**src/rtl/flit_injector_if.sv**
```systemverilog
// Bundles the two flit paths of the injector: the upstream test source and the router port.
interface flit_injector_if #(
  parameter int DATA_W = 8
);
  logic              src_en;
  logic [DATA_W-1:0] in_data;
  logic              in_valid;
  logic [DATA_W-1:0] out_data;
  logic              out_valid;
  logic              credit_in;

  modport master (
    output src_en,
    output out_data,
    output out_valid,
    input  in_data,
    input  in_valid,
    input  credit_in
  );

  modport slave (
    input  src_en,
    input  out_data,
    input  out_valid,
    output in_data,
    output in_valid,
    output credit_in
  );
endinterface

```
**src/rtl/flit_injector.sv**
```systemverilog
// Credit-based flit injector: buffers source flits in a small FIFO and forwards them while
// the router has free slots, counting sent and dropped flits.
module flit_injector #(
  parameter int DATA_W  = 8,
  parameter int DEPTH   = 4,
  parameter int CREDITS = 4
) (
  input  logic                  clk,
  input  logic                  rst,
  input  logic                  run,
  flit_injector_if.master       bus,
  output logic [15:0]           sent_cnt,
  output logic [7:0]            drop_cnt,
  output logic                  credit_err
);

  localparam int AW = $clog2(DEPTH);
  localparam int CW = $clog2(CREDITS) + 1;
  localparam logic [AW:0]   FULL_LVL = (AW+1)'(DEPTH);
  localparam logic [AW:0]   SRC_LIM  = (AW+1)'(DEPTH - 1);
  localparam logic [CW-1:0] CRED_MAX = CW'(CREDITS);

  function automatic logic [7:0] sat_inc8(input logic [7:0] v);
    return (v == 8'hFF) ? v : v + 8'd1;
  endfunction

  logic [DATA_W-1:0] mem [DEPTH];
  logic [AW-1:0]     wr_ptr;
  logic [AW-1:0]     rd_ptr;
  logic [AW:0]       count;
  logic [CW-1:0]     credit;
  logic              full;
  logic              pop;
  logic              push;
  logic              drop;

  always_comb begin
    full = (count == FULL_LVL);
    pop  = (count != '0) && (credit != '0);
    push = bus.in_valid && (!full || pop);
    drop = bus.in_valid && full && !pop;
  end

  // The source answers one cycle late, so stop asking while one slot is still free.
  assign bus.src_en    = rst && run && (count < SRC_LIM);
  assign bus.out_valid = pop;
  assign bus.out_data  = mem[rd_ptr];

  always_ff @(posedge clk) begin
    if (push) begin
      mem[wr_ptr] <= bus.in_data;
    end
  end

  always_ff @(posedge clk or negedge rst) begin
    if (!rst) begin
      wr_ptr     <= '0;
      rd_ptr     <= '0;
      count      <= '0;
      credit     <= CRED_MAX;
      sent_cnt   <= '0;
      drop_cnt   <= '0;
      credit_err <= 1'b0;
    end else begin
      if (push) wr_ptr <= wr_ptr + 1'b1;
      if (pop) begin
        rd_ptr   <= rd_ptr + 1'b1;
        sent_cnt <= sent_cnt + 16'd1;
      end
      if (push && !pop) count <= count + 1'b1;
      else if (pop && !push) count <= count - 1'b1;
      if (drop) drop_cnt <= sat_inc8(drop_cnt);
      // A returned credit and a consumed one cancel out.
      if (bus.credit_in && !pop) begin
        if (credit == CRED_MAX) credit_err <= 1'b1;
        else                    credit <= credit + 1'b1;
      end else if (pop && !bus.credit_in) begin
        credit <= credit - 1'b1;
      end
    end
  end

endmodule

```
**src/flat_wrapper.sv**
```systemverilog
// flat-port wrapper written by rule: the top's interface ports become plain ports
module flit_injector_flat 
#(
  parameter int DATA_W  = 8,
  parameter int DEPTH   = 4,
  parameter int CREDITS = 4
)
  (clk, rst, run, sent_cnt, drop_cnt, credit_err, bus_src_en, bus_out_data, bus_out_valid, bus_in_data, bus_in_valid, bus_credit_in);
  flit_injector_if #(.DATA_W(DATA_W)) bus_i ();
  input  logic clk;
  input  logic rst;
  input  logic run;
  output logic [15:0] sent_cnt;
  output logic [7:0] drop_cnt;
  output logic credit_err;
  output wire logic [$bits(bus_i.src_en)-1:0] bus_src_en;
  output wire logic [$bits(bus_i.out_data)-1:0] bus_out_data;
  output wire logic [$bits(bus_i.out_valid)-1:0] bus_out_valid;
  input wire logic [$bits(bus_i.in_data)-1:0] bus_in_data;
  input wire logic [$bits(bus_i.in_valid)-1:0] bus_in_valid;
  input wire logic [$bits(bus_i.credit_in)-1:0] bus_credit_in;
  assign bus_src_en = bus_i.src_en;
  assign bus_out_data = bus_i.out_data;
  assign bus_out_valid = bus_i.out_valid;
  assign bus_i.in_data = bus_in_data;
  assign bus_i.in_valid = bus_in_valid;
  assign bus_i.credit_in = bus_credit_in;
  flit_injector #(.DATA_W(DATA_W), .DEPTH(DEPTH), .CREDITS(CREDITS)) u_core (.clk(clk), .rst(rst), .run(run), .bus(bus_i), .sent_cnt(sent_cnt), .drop_cnt(drop_cnt), .credit_err(credit_err));
endmodule
```
**config.mk**
```make
export PLATFORM = sky130hd
export DESIGN_NAME = flit_injector_flat
export DESIGN_NICKNAME = d
export VERILOG_FILES = /design/src/rtl/flit_injector_if.sv /design/src/rtl/flit_injector.sv /design/src/flat_wrapper.sv
export SDC_FILE = /design/constraint.sdc
export NUM_CORES = 1
export LEC_CHECK = 0
export CAP_MARGIN = 20
export CORE_ASPECT_RATIO = 0.6
export CORE_UTILIZATION = 47
export CTS_BUF_LIST = sky130_fd_sc_hd__clkbuf_8
export DETAILED_ROUTE_END_ITERATION = 7
export PLACE_DENSITY = 0.76
export SLEW_MARGIN = 20
export SYNTH_ARGS = -nofsm -noshare
export SYNTH_HDL_FRONTEND = slang
export SYNTH_SLANG_ARGS = --single-unit
```
**constraint.sdc**
```tcl
create_clock -name clk -period 5.1 [get_ports clk]
set_clock_uncertainty 0.15 [all_clocks]
set_input_delay 1.02 -clock clk [delete_from_list [all_inputs] [get_ports clk]]
set_output_delay 1.02 -clock clk [all_outputs]
set_load 0.01 [all_outputs]
```
; After elaboration in Yosys (flattened, before gate mapping)
; Memory sizes are Yosys's and may differ from the RTL's.
; Cells that the tools add are included.
[classes]
n_addsub = 8
magnitude_cmp = 1
n_eq_ne = 4
mux = 7
n_bitwise = 1
n_reduce_logical = 22
[op_table]
columns = op, n
row1 = "16-bit by 1-bit adder with 16-bit output, second input constant", 1
row2 = 3-bit 2-to-1 mux, 5
row3 = 1-bit logical AND, 10
row4 = "8-bit by 1-bit adder with 8-bit output, second input constant", 1
row5 = "8-bit equality test, second input constant", 1
row6 = "3-bit by 1-bit adder with 3-bit output, second input constant", 2
row7 = "3-bit equality test, second input constant", 2
row8 = 2-bit AND reduction, 3
row9 = 3-bit nonzero test, 2
row10 = "3-bit by 1-bit subtractor with 3-bit output, second input constant", 2
row11 = "2-bit by 1-bit adder with 2-bit output, second input constant", 2
row12 = 1-bit logical NOT, 4
row13 = 2-bit nonzero test, 2
row14 = "3-bit by 2-bit < comparator with 1-bit output, second input constant", 1
row15 = 1-bit 2-to-1 mux, 2
row16 = "2-bit inequality test, second input constant", 1
row17 = 1-bit logical OR, 1
row18 = 1-bit inverter, 1
[totals]
regBits = 35
mem_bits_rw = 32
output_inout_bits = 35
word_cells = 51
n_memories = 1
[memory_table]
columns = memory, depth, width, read_ports, rd_clocked_by_memory_dff, wr, line_no
row1 = u_core.mem, 4, 8, 1, 0, 1, flit_injector.sv:27  ; logic [DATA_W-1:0] mem [DEPTH];

; Logic depth before layout (Yosys ltp)
[logic_depth]
ltp_word = 8
mapped_depth = 9
mapped_depth_nobuf = 8

; Worst setup path before layout
; No wires, ideal clock.
[synth_timing]
path_type = input-to-reg
startpoint = input bus_in_valid
endpoint = register u_core.count[2]
setup_ns = 0.079
t_arrival_ns = 2.447
t_required_ns = 4.871
slack_ns = 2.424
path_stages = 8
path_buffers = 0
cell_sequence = inv_1 a31oi_1 ha_1 inv_1 fa_1 xor2_1 nor2_1 xor2_1
[synth_between]
elab_chain_len = 4
[synth_rtl]
columns = element, line_no
row1 = from (decl), flat_wrapper.sv:20  ; input wire logic [$bits(bus_i.in_valid)-1:0] bus_in_valid;
row2 = 1-bit logical AND *, flit_injector.sv:40  ; push = bus.in_valid && (!full || pop);
row3 = net u_core.push, flit_injector.sv:34  ; logic push;
row4 = 1-bit logical NOT, flit_injector.sv:71  ; else if (pop && !push) count <= count - 1'b1;
row5 = 1-bit logical AND, flit_injector.sv:71
row6 = 2-bit nonzero test (no source line), -
row7 = to (signal assigned), flit_injector.sv:70  ; if (push && !pop) count <= count + 1'b1;
row8 = to (signal assigned), flit_injector.sv:71
row9 = to (decl), flit_injector.sv:30  ; logic [AW:0] count;
; Mark *: on every way through the listed nets, which the timed path passes. The rest lies on a longest branch.
; A chain may end at the register's enable or synchronous reset.

; Worst setup path after layout
[layout_timing]
startpoint = register u_core.credit[0]
endpoint = output bus_out_valid
[layout_between]
elab_chain_len = 2
[layout_rtl]
columns = element, line_no
row1 = from (decl), flit_injector.sv:31  ; logic [CW-1:0] credit;
row2 = from (signal assigned), flit_injector.sv:76  ; else credit <= credit + 1'b1;
row3 = from (signal assigned), flit_injector.sv:78  ; credit <= credit - 1'b1;
row4 = 3-bit nonzero test, flit_injector.sv:39  ; pop = (count != '0) && (credit != '0);
row5 = 1-bit logical AND, flit_injector.sv:39
row6 = to (decl), flat_wrapper.sv:18  ; output wire logic [$bits(bus_i.out_valid)-1:0] bus_out_valid;
; Every way passes these cells.

==> out/summary.txt <==
RUN STATUS
-----------------------------------------------------------------------------------------------
Run status                                                                         finished clean

POWER
-----------------------------------------------------------------------------------------------
Peak ir drop on the vdd network                                                        0.283 mV
Share of power burned in the clock network                                                0.214
Combinational power share                                                                 0.339
Internal power consumption                                                              1.30 mW
Power per cell area                                                                  525 nW/um2
Switching fraction of total power                                                         0.328
Net Switching                                                                          0.634 mW
Seq pwr share                                                                             0.447
Pleak                                                                                   1.46 nW

SYNTHESIS
-----------------------------------------------------------------------------------------------
Share of synthesized area occupied by flip-flops and latches                              0.624
Post-synth cell types                                                                        42
Post-Synthesis Cells                                                                        203
Proportion of netlist area held by the largest area contributor                           0.326
Largest cells by area after synthesis                                              sky130_fd_sc_hd__edfxtp_1, sky130_fd_sc_hd__dfrtp_1, sky130_fd_sc_hd__mux4_2, sky130_fd_sc_hd__xnor2_1, sky130_fd_sc_hd__xor2_1
Flop and latch count out of synthesis                                                        67
Leading post-synthesis cells by instance count                                     sky130_fd_sc_hd__dfrtp_1, sky130_fd_sc_hd__edfxtp_1, sky130_fd_sc_hd__nand2_1
Warnings from Yosys                                                                           0
Count of flip-flops with a built-in enable after synthesis                                   32
Post-Syn Nets                                                                               225
Share of synthesized flip-flops with an asynchronous set or reset                         0.522
Post-Synthesis Cell Area                                                               2940 um2
Leading register cell type out of synthesis                                        sky130_fd_sc_hd__dfrtp_1
Leading cell type by number of instances after synthesis                           sky130_fd_sc_hd__dfrtp_1
Most area-hungry cell type in the Yosys netlist                                    sky130_fd_sc_hd__edfxtp_1
Mean Syn Cell Area                                                                     14.5 um2

FINISH
-----------------------------------------------------------------------------------------------
Ratio of cells with drive above 1 in the final layout                                     0.133
Fill cell count                                                                             439
Post-route non-filler standard cell count                                                   343
Util after Layout                                                                         0.635
Layout overhead on the synthesized area                                                   25.2%
Nets@finish                                                                                 280
Number of diodes                                                                              0

DETAILED ROUTING
-----------------------------------------------------------------------------------------------
DRC viols                                                                                     0
Max Used Layer                                                                             met4
Initial DRC count                                                                            87
Via count                                                                                  1737
Length of routed wiring on met1                                                         2610 um
Iteration count of the initial detailed-routing pass                                          6
Final Routed Wirelength                                                                 4960 um
Post-route antenna net violation count                                                        0
WL/cell                                                                                 14.5 um
Met2 wire len                                                                           2130 um
Per-cell via count in the routed design                                                    5.06
Detailed-routed wire length on met3                                                      205 um

GLOBAL ROUTE
-----------------------------------------------------------------------------------------------
Number of antenna violations at the first check in global routing                             0
Remaining global-route overflow                                                               0
Global-route wire length before repair                                                  8400 um
Vias in the first global route                                                             1650
Maximum number of pins on one net before global-route repair                                 36
GRT Overall Usage                                                                         0.172

FLOORPLANNING
-----------------------------------------------------------------------------------------------
# IOs                                                                                        48
Num rows                                                                                     21
Floorplan Core Area                                                                    5810 um2
Die width                                                                                104 um
Die Height                                                                              63.3 um
Initial core utilization                                                                  0.507
Overall die area                                                                       6590 um2

CLOCK TREE
-----------------------------------------------------------------------------------------------
Clock buffers created by TritonCTS                                                            9
Clk_lat worst skew                                                                      0.34 ns
Number of buffers between clock root and the deepest sink                                     2
Clock tree from TritonCTS                                                                   yes
# resized after CTS                                                                           0
CTS Hold Buffers Added                                                                        0
Buffers inserted by post-CTS timing repair                                                    0
Clock net sink count                                                                         67
Clock input transition at the sequential cells of the worst setup and hold paths        0.07 ns
CTS H-Tree Depth                                                                              3
Clock tree root driver cell                                                        sky130_fd_sc_hd__clkbuf_8

TIMING
-----------------------------------------------------------------------------------------------
Post-route clock period utilization                                                       0.686
Highest clock rate                                                                    0.286 GHz
RSZ-0062 raised after global routing                                                         no
Post-Route Setup TNS                                                                       0 ns
Normalized max-slew margin                                                                0.599
Least-Margin Pin Slew                                                                  0.599 ns
Number of failing hold endpoints at the final stage                                           0
Final setup viols                                                                             0
Final count of pins violating max slew                                                        0
Post-route minimum period                                                               3.50 ns

WORST SETUP PATH
-----------------------------------------------------------------------------------------------
Length in cells of the worst reg-to-reg path                                                  7
Capturing element type of the critical path                                         output port
Critical R2R Capture                                                               u_core.credit[2]
Reg2Reg Setup Slack                                                                     2.40 ns
Crit-path max FO                                                                              9
Crit path arrival time                                                                  2.33 ns
Type of element launching the critical path                                                flop
Launch instance of the worst register-to-register path                             u_core.credit[0]
Data required time at the worst endpoint                                                3.93 ns
Critical Setup Path Class                                                          flop to output port

PLACE
-----------------------------------------------------------------------------------------------
Half-perimeter wire length after placement                                              3490 um
Global placer's final weighted congestion                                                 0.774
Inst Count DP                                                                               327
Port Buf Inserts                                                                             47

MIN PATH
-----------------------------------------------------------------------------------------------
Worst Min Path Start                                                               u_core.sent_cnt[15]
Kind of path behind the tightest hold check                                        flop to flop
Count of cells along the worst hold path                                                      1
Hold EP                                                                            u_core.sent_cnt[15]

FLOW RUN
-----------------------------------------------------------------------------------------------
Maximum capacitance violations                                                                0

[routing by layer]
layer / up-vias / track usage
li1: 854 / -
met3: 4 / 0.0776
met2: 35 / 0.221
met5: - / 0
met4: 0 / 0.0536
met1: 844 / 0.256
[state kept, by name, summed over array words and instances, names as in the netlist]
signal,flops
u_core.mem,32
u_core.sent_cnt,16
u_core.rd_ptr,2
u_core.wr_ptr,2
u_core.credit_err,1
u_core.drop_cnt,8
u_core.count,3
u_core.credit,3
[cell usage in the layout, fill, tap and decap left out, drive strengths merged, types with 3 or more instances in the layout]
cell type / instances
edfxtp: 32
nand2: 17
inv: 8
xor2: 13
o21ai: 3
ha: 7
xnor2: 16
nor3: 7
nor4: 3
clkinv: 4
and2: 6
mux4: 8
dfrtp: 34
clkdlybuf4s50: 47
nor2: 8
nand3: 5
nand4: 8
clkbuf: 9
[worst max path at each step]
stage,startpoint,to,depth (start not counted)
after floorplan,bus_in_valid,u_core.count[2],8
after global placement,rst,bus_src_en,4
after detailed placement,rst,bus_src_en,4
after CTS,u_core.credit[0],bus_out_valid,4
after global routing,u_core.credit[0],bus_out_valid,4
final,u_core.credit[0],bus_out_valid,4
[cell families (layout without fill, tap and decap cells)]
logic type / Yosys count / after routing / synth area share
DFF: 67 / 67 / 0.624
and+or+nand+nor: 64 / 64 / 0.131
xor gates and xnor gates: 29 / 29 / 0.0863
AOI/OAI and AO/OA: 12 / 12 / 0.0272
muxes: 11 / 11 / 0.0722
buffers and inverters: 11 / 71 / 0.0157
adders and majority gates: 9 / 9 / 0.0433
[area by class of cell]
type / count / area [um2] / area share
multi-input cells: 125 / 1060 / 0.288
repair buffers: 48 / 478 / 0.130
clock inverters: 7 / 60.1 / 0.0163
inverters: 7 / 26.3 / 0.00713
clock buffers: 9 / 124 / 0.0336
well taps: 80 / 100 / 0.0272
flip-flops and latches: 67 / 1840 / 0.499
[power by group through the flow]
| stage | Combinational [mW] | Clock, mW | Sequential (mW) |
|---|---|---|---|
| floorplan | 0.431 | 0 | 0.834 |
| global placement | 0.650 | 0 | 0.878 |
| detailed placement | 0.663 | 0 | 0.881 |
| CTS | 0.665 | 0.422 | 0.870 |
| global route | 0.724 | 0.452 | 0.894 |
| finish | 0.655 | 0.414 | 0.865 |
[per-stage QoR]
| stage | setup slack [ns] | power, mW | hold WS (ns) | instance area (um2) |
|---|---|---|---|---|
| 2_1_floorplan | 2.42 | 1.27 | 0.353 | 2940 |
| 4_1_cts | 1.59 | 1.96 | 0.327 | 3690 |
| 3_3_place_gp | 1.63 | 1.53 | 0.311 | 3500 |
| 5_1_grt | 1.45 | 2.07 | 0.357 | 3690 |
| 6_report | 1.60 | 1.93 | 0.329 | 3690 |
| 3_5_place_dp | 1.64 | 1.54 | 0.318 | 3500 |
[critical path, cell delays in order, from the launching register on]
cell,delay [ns]
sky130_fd_sc_hd__dfrtp_1,0.47
sky130_fd_sc_hd__nor3_4,0.41
sky130_fd_sc_hd__nand2b_1,0.43
sky130_fd_sc_hd__inv_2,0.16
sky130_fd_sc_hd__clkdlybuf4s50_1,0.52
No activity file was read; power rests on OpenSTA's default activity.
